## src/rtl/parity_pkg.sv

```systemverilog
// parity_pkg
// Shared constants for the parity frame arbiter: FSM state encoding,
// default frame geometry and the requester-ID width.
package parity_pkg;

   localparam int DATA_W_DEF    = 4;
   localparam int FRAME_LEN_DEF = 4;
   localparam int ID_W          = 1;

   localparam logic [1:0] ST_IDLE   = 2'd0;
   localparam logic [1:0] ST_ACCUM  = 2'd1;
   localparam logic [1:0] ST_RESULT = 2'd2;

   function automatic logic [1:0] id_onehot(input logic [ID_W-1:0] id);
      return (id == 1'b1) ? 2'b10 : 2'b01;
   endfunction

endpackage

```

## src/rtl/parity_accum.sv

```systemverilog
// parity_accum
// Running XOR of every bit of the current frame plus the word counter.
//   clk_sys  in   clock
//   rst_b    in   async active-low reset
//   clear    in   zero acc and cnt (wins over enable)
//   enable   in   fold word into acc and advance cnt
//   word     in   frame word
//   acc      out  parity of all words accepted so far
//   last     out  cnt == FRAME_LEN-1, i.e. the next accepted word ends the frame
module parity_accum #(
   parameter int DATA_W    = 4,
   parameter int FRAME_LEN = 4,
   parameter int CNT_W     = 4
) (
   input  logic              clk_sys,
   input  logic              rst_b,
   input  logic              clear,
   input  logic              enable,
   input  logic [DATA_W-1:0] word,
   output logic              acc,
   output logic              last
);

   logic [CNT_W-1:0] cnt;

   assign last = (cnt == CNT_W'(FRAME_LEN - 1));

   // cnt parks on FRAME_LEN-1 after the final word so it can never wrap,
   // even when FRAME_LEN == 2**CNT_W.
   always_ff @(posedge clk_sys or negedge rst_b) begin
      if (!rst_b) begin
         acc <= 1'b0;
         cnt <= '0;
      end else if (clear) begin
         acc <= 1'b0;
         cnt <= '0;
      end else if (enable) begin
         acc <= acc ^ (^word);
         if (!last) cnt <= cnt + CNT_W'(1);
      end
   end

endmodule

```

## src/rtl/parity_frame_arbiter.sv

```systemverilog
// parity_frame_arbiter
// Round-robin share of one parity engine between two frame requesters.
//   CLOCK_50     in   clock
//   RESET_N      in   async active-low reset
//   req[1:0]     in   frame request per requester, held for the whole frame
//   in_valid     in   word valid per requester
//   in_data0/1   in   requester words
//   cfg_odd      in   0 even / 1 odd parity, captured at grant
//   in_ready     out  word accept, only toward the granted requester in ACCUM
//   gnt          out  registered one-hot grant
//   busy         out  not IDLE
//   res_valid    out  one-cycle result pulse
//   res_parity   out  result, held between pulses
//   res_id       out  owner of res_parity
//   frame_abort  out  one-cycle pulse when the owner drops req mid-frame
//
// state     | meaning
// ST_IDLE   | no frame; arbitrate among asserted req
// ST_ACCUM  | granted requester streaming words
// ST_RESULT | one cycle presenting res_valid, then back to IDLE
module parity_frame_arbiter
   import parity_pkg::*;
#(
   parameter int DATA_W    = DATA_W_DEF,
   parameter int FRAME_LEN = FRAME_LEN_DEF,
   parameter int CNT_W     = 4
) (
   input  logic              CLOCK_50,
   input  logic              RESET_N,
   input  logic [1:0]        req,
   input  logic [1:0]        in_valid,
   input  logic [DATA_W-1:0] in_data0,
   input  logic [DATA_W-1:0] in_data1,
   input  logic              cfg_odd,
   output logic [1:0]        in_ready,
   output logic [1:0]        gnt,
   output logic              busy,
   output logic              res_valid,
   output logic              res_parity,
   output logic              res_id,
   output logic              frame_abort
);

   logic [1:0]        state;
   logic [ID_W-1:0]   own_id;
   logic [ID_W-1:0]   rr_ptr;
   logic [ID_W-1:0]   arb_win;
   logic              odd_lat;
   logic              acc;
   logic              last;
   logic              start;
   logic              xfer;
   logic              abort;
   logic [DATA_W-1:0] word;

   assign busy     = (state != ST_IDLE);
   assign in_ready = (state == ST_ACCUM) ? gnt : 2'b00;
   assign word     = (own_id == 1'b1) ? in_data1 : in_data0;
   assign start    = (state == ST_IDLE) && (req != 2'b00);
   assign xfer     = (state == ST_ACCUM) && in_valid[own_id];
   assign abort    = (state == ST_ACCUM) && !req[own_id];
   // Single request wins outright; a tie goes to the round-robin pointer.
   assign arb_win  = (req == 2'b11) ? rr_ptr : req[1];

   parity_accum #(
      .DATA_W    (DATA_W),
      .FRAME_LEN (FRAME_LEN),
      .CNT_W     (CNT_W)
   ) u_accum (
      .clk_sys (CLOCK_50),
      .rst_b   (RESET_N),
      .clear   (start | abort),
      .enable  (xfer & ~abort),
      .word    (word),
      .acc     (acc),
      .last    (last)
   );

   always_ff @(posedge CLOCK_50 or negedge RESET_N) begin
      if (!RESET_N) begin
         state       <= ST_IDLE;
         gnt         <= 2'b00;
         own_id      <= '0;
         rr_ptr      <= '0;
         odd_lat     <= 1'b0;
         res_valid   <= 1'b0;
         res_parity  <= 1'b0;
         res_id      <= 1'b0;
         frame_abort <= 1'b0;
      end else begin
         res_valid   <= 1'b0;
         frame_abort <= 1'b0;
         case (state)
            ST_IDLE: begin
               if (start) begin
                  gnt     <= id_onehot(arb_win);
                  own_id  <= arb_win;
                  odd_lat <= cfg_odd;
                  state   <= ST_ACCUM;
               end
            end
            ST_ACCUM: begin
               if (abort) begin
                  frame_abort <= 1'b1;
                  rr_ptr      <= ~own_id;
                  gnt         <= 2'b00;
                  state       <= ST_IDLE;
               end else if (xfer && last) begin
                  // Fold the final word in here so the result lands in the
                  // same cycle as res_valid.
                  res_valid  <= 1'b1;
                  res_parity <= acc ^ (^word) ^ odd_lat;
                  res_id     <= own_id;
                  state      <= ST_RESULT;
               end
            end
            ST_RESULT: begin
               rr_ptr <= ~own_id;
               gnt    <= 2'b00;
               state  <= ST_IDLE;
            end
            default: begin
               gnt   <= 2'b00;
               state <= ST_IDLE;
            end
         endcase
      end
   end

endmodule

```

## config.mk

```make
export PLATFORM = sky130hd
export DESIGN_NAME = parity_frame_arbiter
export DESIGN_NICKNAME = d
export VERILOG_FILES = /design/src/rtl/parity_pkg.sv /design/src/rtl/parity_accum.sv /design/src/rtl/parity_frame_arbiter.sv
export SDC_FILE = /design/constraint.sdc
export NUM_CORES = 1
export LEC_CHECK = 0
export CAP_MARGIN = 20
export CORE_UTILIZATION = 49
export CTS_BUF_LIST = sky130_fd_sc_hd__clkbuf_2
export DETAILED_ROUTE_END_ITERATION = 16
export PLACE_DENSITY_LB_ADDON = 0.2
export SYNTH_ARGS = -nofsm -noshare
export SYNTH_HDL_FRONTEND = slang
export SYNTH_SLANG_ARGS = --single-unit
```

## constraint.sdc

```tcl
create_clock -name CLOCK_50 -period 1.9 [get_ports CLOCK_50]
set_input_delay 0.38 -clock CLOCK_50 [delete_from_list [all_inputs] [get_ports CLOCK_50]]
set_output_delay 0.38 -clock CLOCK_50 [all_outputs]
set_load 0.02 [all_outputs]
```

==> flow_summary_export.csv, run 1 <==
group,metric,value,unit
status,status,"finished, final reports clean",
power,p_per_area,1193,nW/µm²
synth,synth_seq_cells,16,
grt,grt-ovfl-total,0,
worst_setup_path,cp.required,2.07,ns
die,die_w,44.31,µm
timing,period_needed,1.782,ns
drt,drc,0,
final_layout,register_area,400.4,µm²
synth,yosys.area_share.adder,1.427,%
synth,synth.distinct_cells,32,
timing,fin_setup_tns,0,ns
timing,maxSlewViolCount,0,
synth,synth_flop_cell,"dfrtp_1",
clock_tree,clock_latency,0.29,ns
clock_tree,numCtsBuffers,3,
grt,grt_max_degree,17,
drt,antenna_left,0,
power,clockPowerShare,9.9,%
power,ir_worst_vdd,893.2,µV
power,combPwrFrac,53.7,%
synth,synthArstFlopShare,100.0,%
die,die_area,1963,µm²
die,core_area,1594,µm²
timing,fmax,561.2,MHz
timing,relSlewSlack,74.67,%
drt,wl,1.691,mm
grt,grt_pass1_vias,691,
placed_design,gp_congestion,0.7431,
power,p_int,0.8586,mW
final_layout,fin_area,1200,µm²
timing,final-hold-violation-count,0,
run,max_cap_viol_count,0,
clock_tree,numClockSinks,16,
drt,first_pass_iters,4,
worst_setup_path,path_max_fanout,8,
final_layout,multiInputGateArea,452.9,µm²
placed_design,io_buffers,23,
drt,post_drt_wl_per_cell,12.25,µm
final_layout,fillers,120,
final_layout,antenna_cells,0,
worst_hold_path,hold_class,"in2async",
clock_tree,post-cts-setup-buffers,0,
clock_tree,cts_tree,"done",
final_layout,drive_gt1_share,19.30,%
synth,synthSimpleGateAreaFrac,17.12,%
clock_tree,clk_pin_slew,0.15,ns
drt,vias,717,
placed_design,dp_hpwl,1.402,mm
clock_tree,ctsRootBufferMaster,"clkbuf_2",
synth,yosysWarnings,0,
timing,rsz0062_at_grt,"no",
synth,avgSynthCellArea,10.83,µm²
timing,finClkSkew,0.01500,ns
grt,grt_usage,20.26,%
die,dieHeight,44.31,µm
power,total_power,1.431,mW
power,seqPwrFrac,36.4,%
placed_design,place_area,1189,µm²
clock_tree,clockBufferDepth,2,
synth,syn_nets,97,
power,p_sw_share,40.01,%
synth,synth_area,877.1,µm²
drt,routed_via_density,5.196,
timing,finalCritPeriodShare,93.79,%
die,initial_core_util,55.02,%
worst_setup_path,worstPathArrival,1.95,ns
synth,syn_inst,81,
synth,synth-compound-area-share,10.56,%
power,p_switching,0.5726,mW
die,rows,14,
drt,drt_iter0_markers,5,
worst_setup_path,path_class,"reg2reg",
worst_setup_path,cp-end-kind,"register",
timing,setup_viol,0,
worst_setup_path,start_kind,"register",
synth,synth.area.mux_share,11.70,%
final_layout,area_growth,36.80,%
timing,worstMarginPinSlew,0.3799,ns
power,cellLeakagePower,0.5597,nW
synth,synth_top_family_by_area,"simple AND/OR/NAND/NOR gates",
final_layout,final_net_count,132,
synth,synth_edf_count,0,
grt,grt_pass1_wl,2.787,mm
grt,antenna_found_initial,0,
synth,yosysSeqAreaShare,45.65,%
final_layout,final_core_util,75.27,%
synth,post_synth_xor_area_fraction,10.84,%
clock_tree,htreeDepth,1,
die,ios,24,
[cell families (layout without fill, tap and decap cells)]
group           count (synthesis)  in the layout
compound gates                 13             13
fa+ha+maj                       1              1
simple gates                   28             28
mux                             9              9
flops                          16             16
buf+inv                         4             37
xor+xnor                       10             10
[worst paths after layout]
| path | startpoint | end | slack [ns] | cells past startpoint |
|---|---|---|---|---|
| worst max-delay path | own_id | res_parity | 0.12 | 5 |
| worst min-delay path | RESET_N | u_accum.cnt[1] | 0.39 | 2 |
| worst max register to register | own_id | res_parity | 0.12 | 5 |
| worst min register to register | gnt[0] | gnt[0] | 0.51 | 1 |
| max in group asynchronous | RESET_N | res_id | 1.32 | 2 |
| min in group CLOCK_50 | gnt[0] | gnt[0] | 0.51 | 1 |
[cell usage in the layout (no fill, tap or decap), types with 2 or more instances in the layout]
cell,n
and3_4,2
clkbuf_2,3
dlygate4sd2_1,3
xor2_1,4
a211oi_2,2
clkdlybuf4s50_1,20
xnor2_1,5
mux2i_1,4
nand2_1,7
mux2_1,2
buf_4,9
o21ai_0,3
inv_1,2
nor2_1,9
dfrtp_1,16
and2_1,2
a21oi_1,4
[worst max-delay path: stages (launching register included)]
cell	delay, ns
dfrtp_1	0.60
mux2i_2	0.32
nor2_2	0.06
and3_4	0.18
and3_4	0.19
mux2_1	0.31
[cell usage after synthesis, types with 2 or more instances]
| library cell | instances | share of area (%) |
|---|---|---|
| a21oi_1 | 4 | 2.3 |
| mux2i_1 | 4 | 4.6 |
| and3_4 | 2 | 2.6 |
| xor2_1 | 4 | 4.0 |
| and2_1 | 2 | 1.4 |
| dfrtp_1 | 16 | 46 |
| mux2_1 | 2 | 2.6 |
| xnor2_1 | 5 | 5.0 |
| a211oi_2 | 2 | 2.9 |
| nor2_1 | 9 | 3.9 |
| o21ai_0 | 3 | 1.7 |
| nand2_1 | 7 | 3.0 |
| inv_1 | 2 | 0.86 |
[metrics by stage]
stage | std cells | hold slack (ns) | worst slack (ns)
3_5_place_dp | 135 | 0.4823 | -0.03675
6_report | 138 | 0.3868 | 0.1181
2_1_floorplan | 81 | 0.08441 | 0.2903
5_1_grt | 138 | 0.3926 | 0.03928
4_1_cts | 138 | 0.3841 | 0.1120
3_3_place_gp | 135 | 0.4703 | 0.03146
[cell type report]
| type | count | area share, % |
|---|---|---|
| clock buffers | 3 | 1.251 |
| multi-input cells | 61 | 37.75 |
| well taps | 24 | 2.503 |
| flip-flops and latches | 16 | 33.37 |
| inverters | 2 | 0.6257 |
| repair buffers | 32 | 24.50 |
[per-layer routing]
layer  GRT usage, %  vias up  wire length [µm]
met5              0        -                 0
met3          7.755        2                67
met1          22.37      350               710
met4          6.667        0                 9
li1               -      348                 -
met2          35.59       17               903
[sequential cells by signal (all words and copies together), names as in the netlist]
name and count:
res_id 1, odd_lat 1, own_id 1, u_accum.cnt 4
state 2, rr_ptr 1, res_valid 1, gnt 2
u_accum.acc 1, res_parity 1, frame_abort 1
[power by group through the flow]
stage	clock network, mW	registers, mW	logic (mW)
2_1_floorplan	0	0.545	0.479
3_3_place_gp	0	0.525	0.763
3_5_place_dp	0	0.529	0.795
4_1_cts	0.146	0.521	0.776
5_1_grt	0.159	0.531	0.832
6_report	0.142	0.520	0.769
[repair_timing]
item	CTS	global route
hold endpoints to repair	0	0
gates resized for setup	3	0
hold buffers	0	0
endpoints found under the setup margin	3	0
Power figures use the tool's default switching activity.
==> inputs of run 2 (changes only) <==
--- a/config.mk
+++ b/config.mk
@@ -6,6 +6,7 @@
 export NUM_CORES = 1
 export LEC_CHECK = 0
 export CAP_MARGIN = 20
+export CORE_MARGIN = 2
 export CORE_UTILIZATION = 49
 export CTS_BUF_LIST = sky130_fd_sc_hd__clkbuf_2
 export DETAILED_ROUTE_END_ITERATION = 16
==> run 2 against run 1 <==
Effect of this change:
- cell count up 1.4%
- clock power up 6%
- sequential cell count unchanged
- count of clock-buffer cells in the layout unchanged
- die area up 9.2%
- first-iteration DRC count up 100%
- sequential share of layout area down 0.17 points
- core utilization down 4.4 points
- via count up 0.98%
- total power up 2.5%
- wire length up 0.89%
- non-clock buffer count up 1
- largest power group unchanged
==> flow_summary_export.csv, run 2 (same netlist as run 1, synthesis figures left out) <==
group,metric,value,unit
drt,routed_via_density,5.171,
final_layout,layout_common_cells,"20 x clkdlybuf4s50_1, 15 x dfrtp_1, 10 x buf_4",
worst_setup_path,path_class,"reg2out",
worst_setup_path,path_max_fanout,7,
worst_setup_path,rrSetupSlack,0.13,ns
clock_tree,numClockSinks,16,
die,ios,24,
grt,grt_pass1_wl,2.891,mm
drt,post_drt_wl_per_cell,12.19,µm
timing,maxSlewViolCount,0,
grt,antenna_found_initial,0,
status,status,"finished, final reports clean",
timing,fmax,552.6,MHz
clock_tree,cts_hold_buf,0,
drt,antenna_left,0,
power,total_power,1.467,mW
timing,setup_viol,0,
worst_setup_path,reg2reg_depth,5,
clock_tree,htreeDepth,1,
die,die_w,46.31,µm
die,die_area,2145,µm²
final_layout,drive_gt1_share,20.87,%
worst_setup_path,cp.required,1.52,ns
final_layout,regMostFlops,"u_accum.cnt",
die,dieHeight,46.31,µm
clock_tree,ctsRootBufferMaster,"clkbuf_2",
clock_tree,clock_latency,0.29,ns
drt,first_pass_iters,4,
worst_setup_path,worstPathArrival,1.43,ns
clock_tree,numCtsBuffers,3,
final_layout,fin_cells,140,
die,initial_core_util,51.36,%
timing,worstMarginPinSlew,0.3894,ns
drt,vias,724,
grt,grt-ovfl-total,0,
timing,period_needed,1.809,ns
final_layout,final_core_util,70.84,%
final_layout,area_growth,37.95,%
timing,relSlewSlack,74.04,%
die,rows,15,
grt,grt_max_degree,17,
placed_design,io_buffers,23,
power,p_per_area,1213,nW/µm²
placed_design,gp_congestion,0.8004,
grt,grt_usage,19.77,%
placed_design,dp_slack,-0.02045,ns
worst_setup_path,rr_endpoint,"res_parity",
worst_setup_path,startpoint,"state[1]",
clock_tree,clockBufferDepth,2,
timing,finalCritPeriodShare,95.24,%
timing,finClkSkew,0.003826,ns
clock_tree,cts_tree,"done",
power,ir_worst_vdd,873.1,µV
clock_tree,clk_pin_slew,0.15,ns
drt,wl,1.706,mm
power,cellLeakagePower,0.5623,nW
placed_design,dp_hpwl,1.389,mm
timing,final-hold-violation-count,0,
final_layout,final_common_cell,"clkdlybuf4s50_1",
timing,fin_ws,0.09052,ns
die,core_area,1708,µm²
worst_hold_path,hold_class,"in2async",
drt,drc,0,
final_layout,antenna_cells,0,
run,max_cap_viol_count,0,
final_layout,reg_top3,"u_accum.cnt: 4 flops, gnt: 2 flops, state: 2 flops",
worst_setup_path,start_kind,"register",
worst_setup_path,reg2reg_from,"own_id",
worst_setup_path,cp-end-kind,"output port",
drt,drt_iter0_markers,10,
placed_design,dp_cells,136,
final_layout,largest_reg_flops,4,
final_layout,final_net_count,133,
timing,rsz0062_at_grt,"no",
grt,grt_pass1_vias,667,
[run 2: cell types whose count changed in the layout (fill, tap and decap cells not counted), sizes merged]
cell and change:
buf +1
[run 2: worst max-delay path by stage]
stage	end	depth (start not counted)
after floorplan	res_id	6
after global placement	res_id	6
after detailed placement	res_parity	6
after CTS	in_ready[1]	3
after global routing	in_ready[1]	3
final	in_ready[1]	3
[run 2: metrics by stage]
stage                     hold slack, ns  cell area, µm²  TNS [ns]
after floorplan                  0.08441           877.1         0
after global placement            0.4704            1190         0
after detailed placement          0.4766            1190  -0.03236
after CTS                         0.3893            1210         0
after global routing              0.3989            1210         0
final                             0.3851            1210         0
[run 2: power breakdown]
| part | switching [mW] | total (mW) | internal, mW |
|---|---|---|---|
| Clock | 0.107 | 0.150 | 0.0430 |
| Combinational | 0.381 | 0.792 | 0.411 |
| Sequential | 0.0942 | 0.526 | 0.431 |
[run 2: area by class of cell]
type | count | area (µm²)
multi-input combinational | 61 | 452.9
sequential | 16 | 401.6
fill | 134 | 498.0
inverter | 2 | 7.507
tap | 25 | 31.28
timing repair buffer | 33 | 301.5
clock buffer | 3 | 15.01
[run 2: layer usage]
| metal | wire [µm] | global-route usage (%) |
|---|---|---|
| met2 | 841 | 33.61 |
| met5 | 0 | 0 |
| met4 | 48 | 10.29 |
| met3 | 72 | 3.922 |
| met1 | 744 | 23.23 |
[run 2: worst max-delay path: stages, from the launching register on]
cell and delay (ns):
dfrtp_2 0.49, nor2b_1 0.19, and2_1 0.14, dlygate4sd2_1 0.32
[run 2: repair_timing]
action | CTS | global route
gates resized for setup | 4 | 0
setup buffers | 1 | 0
setup endpoints to repair | 3 | 0
==> inputs of run 3 (changes only) <==
--- a/config.mk
+++ b/config.mk
@@ -5,6 +5,7 @@
 export SDC_FILE = /design/constraint.sdc
 export NUM_CORES = 1
 export LEC_CHECK = 0
+export ABC_AREA = 1
 export CAP_MARGIN = 20
 export CORE_MARGIN = 2
 export CORE_UTILIZATION = 49
==> constraint.sdc (replaced) <==
create_clock -name CLOCK_50 -period 1.8 [get_ports CLOCK_50]
set_input_delay 0.36 -clock CLOCK_50 [delete_from_list [all_inputs] [get_ports CLOCK_50]]
set_output_delay 0.36 -clock CLOCK_50 [all_outputs]
set_load 0.02 [all_outputs]
==> run 3 against run 2 <==
Effect of this change:
- wire length rose by 6.7%
- synthesized cell count is 48% higher
- non-clock buffer count down 7
- sequential power rose by 4%
- worst hold slack worse by 0.020 ns
- critical path type unchanged
- highest routed layer unchanged
==> flow_summary_export.csv, run 3 <==
group,metric,value,unit
status,status,"finished, final reports clean",
worst_setup_path,cp.depth,1,
drt,antenna_left,0,
worst_setup_path,cp.required,1.44,ns
drt,post_drt_wl_per_cell,10.90,µm
placed_design,gp_congestion,0.8599,
grt,grt_max_degree,17,
clock_tree,clock_latency,0.29,ns
die,ios,24,
power,ir_worst_vdd,695.9,µV
clock_tree,clockBufferDepth,2,
die,initial_core_util,51.48,%
clock_tree,clk_pin_slew,0.16,ns
worst_setup_path,crit_buf_inv,1,
worst_setup_path,crit_chain,"clkdlybuf4s50_1",
timing,fin_setup_tns,0,ns
synth,syn_inst,120,
worst_setup_path,cpLargestDelayFamily,"buffers and inverters",
grt,antenna_found_initial,0,
synth,yosys.area_share.adder,1.439,%
timing,final-hold-violation-count,0,
power,total_power,1.572,mW
synth,synth_seq_cells,16,
synth,syn_nets,136,
clock_tree,numCtsBuffers,3,
worst_setup_path,start_kind,"register",
worst_setup_path,endpoint,"res_id",
synth,synthMostInstantiatedCell,"nand2_1",
synth,synthTopCellsByArea,"dfrtp_1 46%, nand2_1 14%, inv_1 12%, o21ai_0 4.0%, nor2_1 3.9%",
final_layout,final_common_cell,"nand2_1",
timing,relSlewSlack,81.32,%
clock_tree,ctsRootBufferMaster,"clkbuf_2",
final_layout,reg_top3,"u_accum.cnt: 4 flops, gnt: 2 flops, state: 2 flops",
synth,yosysSeqAreaShare,46.04,%
synth,synth-compound-area-share,11.94,%
worst_setup_path,worstPathArrival,1.28,ns
final_layout,regMostFlops,"u_accum.cnt",
clock_tree,numClockSinks,16,
timing,finalCritPeriodShare,91.30,%
worst_setup_path,cp-end-kind,"output port",
timing,maxSlewViolCount,0,
worst_setup_path,path_class,"reg2out",
worst_hold_path,hold_class,"in2async",
final_layout,fillers,153,
synth,synth_top_area_share,46.04,%
clock_tree,cts_tree,"done",
synth,synth.area.mux_share,0,%
worst_setup_path,rr_endpoint,"u_accum.cnt[3]",
die,dieHeight,46.13,µm
placed_design,io_buffers,23,
synth,yosysWarnings,0,
synth,synth.distinct_cells,18,
synth,synthSimpleGateAreaFrac,26.04,%
synth,post_synth_xor_area_fraction,2.014,%
final_layout,final_net_count,167,
synth,avgSynthCellArea,7.247,µm²
timing,setup_viol,0,
timing,finClkSkew,0.001753,ns
worst_setup_path,rrSetupSlack,0.29,ns
die,die_w,46.13,µm
drt,drc,0,
placed_design,dp_slack,0.08825,ns
placed_design,dp_hpwl,1.405,mm
die,die_area,2128,µm²
grt,grt_usage,20.72,%
synth,synth_top_family_by_area,"simple AND/OR/NAND/NOR gates",
grt,grt-ovfl-total,0,
die,rows,15,
timing,fmax,608.5,MHz
clock_tree,cts_hold_buf,0,
timing,period_needed,1.643,ns
power,p_per_area,1366,nW/µm²
worst_setup_path,startpoint,"res_id",
synth,synth_flop_cell,"dfrtp_1",
timing,worstMarginPinSlew,0.2802,ns
run,max_cap_viol_count,0,
worst_setup_path,reg2reg_from,"own_id",
drt,drt_iter0_markers,9,
final_layout,area_growth,32.37,%
grt,grt_pass1_vias,719,
synth,synthArstFlopShare,100.0,%
synth,ys_top_cells_by_count,"33 x nand2_1, 27 x inv_1, 16 x dfrtp_1",
die,core_area,1689,µm²
worst_setup_path,path_max_fanout,2,
timing,fin_ws,0.1566,ns
timing,rsz0062_at_grt,"no",
final_layout,drive_gt1_share,10.00,%
final_layout,layout_common_cells,"33 x nand2_1, 27 x inv_1, 20 x clkdlybuf4s50_1",
grt,grt_pass1_wl,3.008,mm
worst_setup_path,crit_path_max_incr_delay,0.61,ns
final_layout,final_core_util,68.15,%
drt,first_pass_iters,4,
power,cellLeakagePower,0.6440,nW
worst_setup_path,slowest_stage,"clkdlybuf4s50_1",
synth,synth_edf_count,0,
worst_setup_path,reg2reg_depth,8,
final_layout,largest_reg_flops,4,
drt,routed_via_density,4.886,
clock_tree,htreeDepth,1,
synth,synth_area,869.6,µm²
drt,vias,816,
synth,yosys.area.top_type,"dfrtp_1",
drt,wl,1.821,mm
final_layout,antenna_cells,0,
-- run 3: cell types whose count changed in the layout (fill, tap and decap cells not counted), moves of 4 or more --
cell,previous run,this run
nand3_1,1,6
inv_1,2,27
xnor2_1,5,0
nand2_1,7,33
buf_4,10,3
mux2i_1,4,0
o21ai_0,3,7
-- run 3: cells by family (layout without fill, tap and decap cells) --
logic type / Yosys count / in the layout
buf+inv: 29 / 59
compound gates: 19 / 19
xor+xnor: 2 / 2
fa+ha+maj: 1 / 1
flops: 16 / 16
simple gates: 53 / 53
-- run 3: worst min-delay path by stage --
stage                from          end  slack (ns)  depth (start not counted)
2_1_floorplan     RESET_N  frame_abort        0.06                          0
3_3_place_gp   res_parity   res_parity        0.47                          2
3_5_place_dp   res_parity   res_parity        0.46                          2
4_1_cts           RESET_N       gnt[1]        0.37                          2
5_1_grt           RESET_N       gnt[1]        0.35                          2
6_report          RESET_N       gnt[1]        0.37                          2
-- run 3: power by group --
part,internal (mW),switching (mW)
registers,0.468,0.0774
logic,0.337,0.524
clock network,0.0483,0.117
-- run 3: layout make-up --
cell class,instances,area (µm²),share of cell area [%]
clock buffer,3,15.01,1.304
clock inverter,1,3.754,0.3261
inverter,29,108.9,9.457
multi-input combinational,75,360.3,31.30
sequential,16,400.4,34.78
tap,17,21.27,1.848
timing repair buffer,26,241.5,20.98
-- run 3: repair_timing --
| item | in CTS | in global routing |
|---|---|---|
| gates cloned | 0 | 0 |
| pin swaps | 0 | 0 |
| buffers inserted | 0 | 0 |
| resized for setup | 3 | 4 |
| endpoints found under the setup margin | 3 | 2 |
-- run 3: stage by stage --
step,cells,cell area [µm²],hold WS [ns]
after floorplan,120,869.6,0.06441
after global placement,163,1144,0.4704
after detailed placement,163,1144,0.4646
after CTS,167,1159,0.3674
after global routing,167,1151,0.3497
final,167,1151,0.3651
-- run 3: per-layer routing --
metal / GRT usage [%] / vias to the layer above / part of all wire [%]
li1: - / 431 / -
met1: 24.69 / 359 / 46
met4: 10.29 / 0 / 2.5
met3: 5.490 / 4 / 4.5
met2: 34.17 / 22 / 47
met5: 0 / - / 0
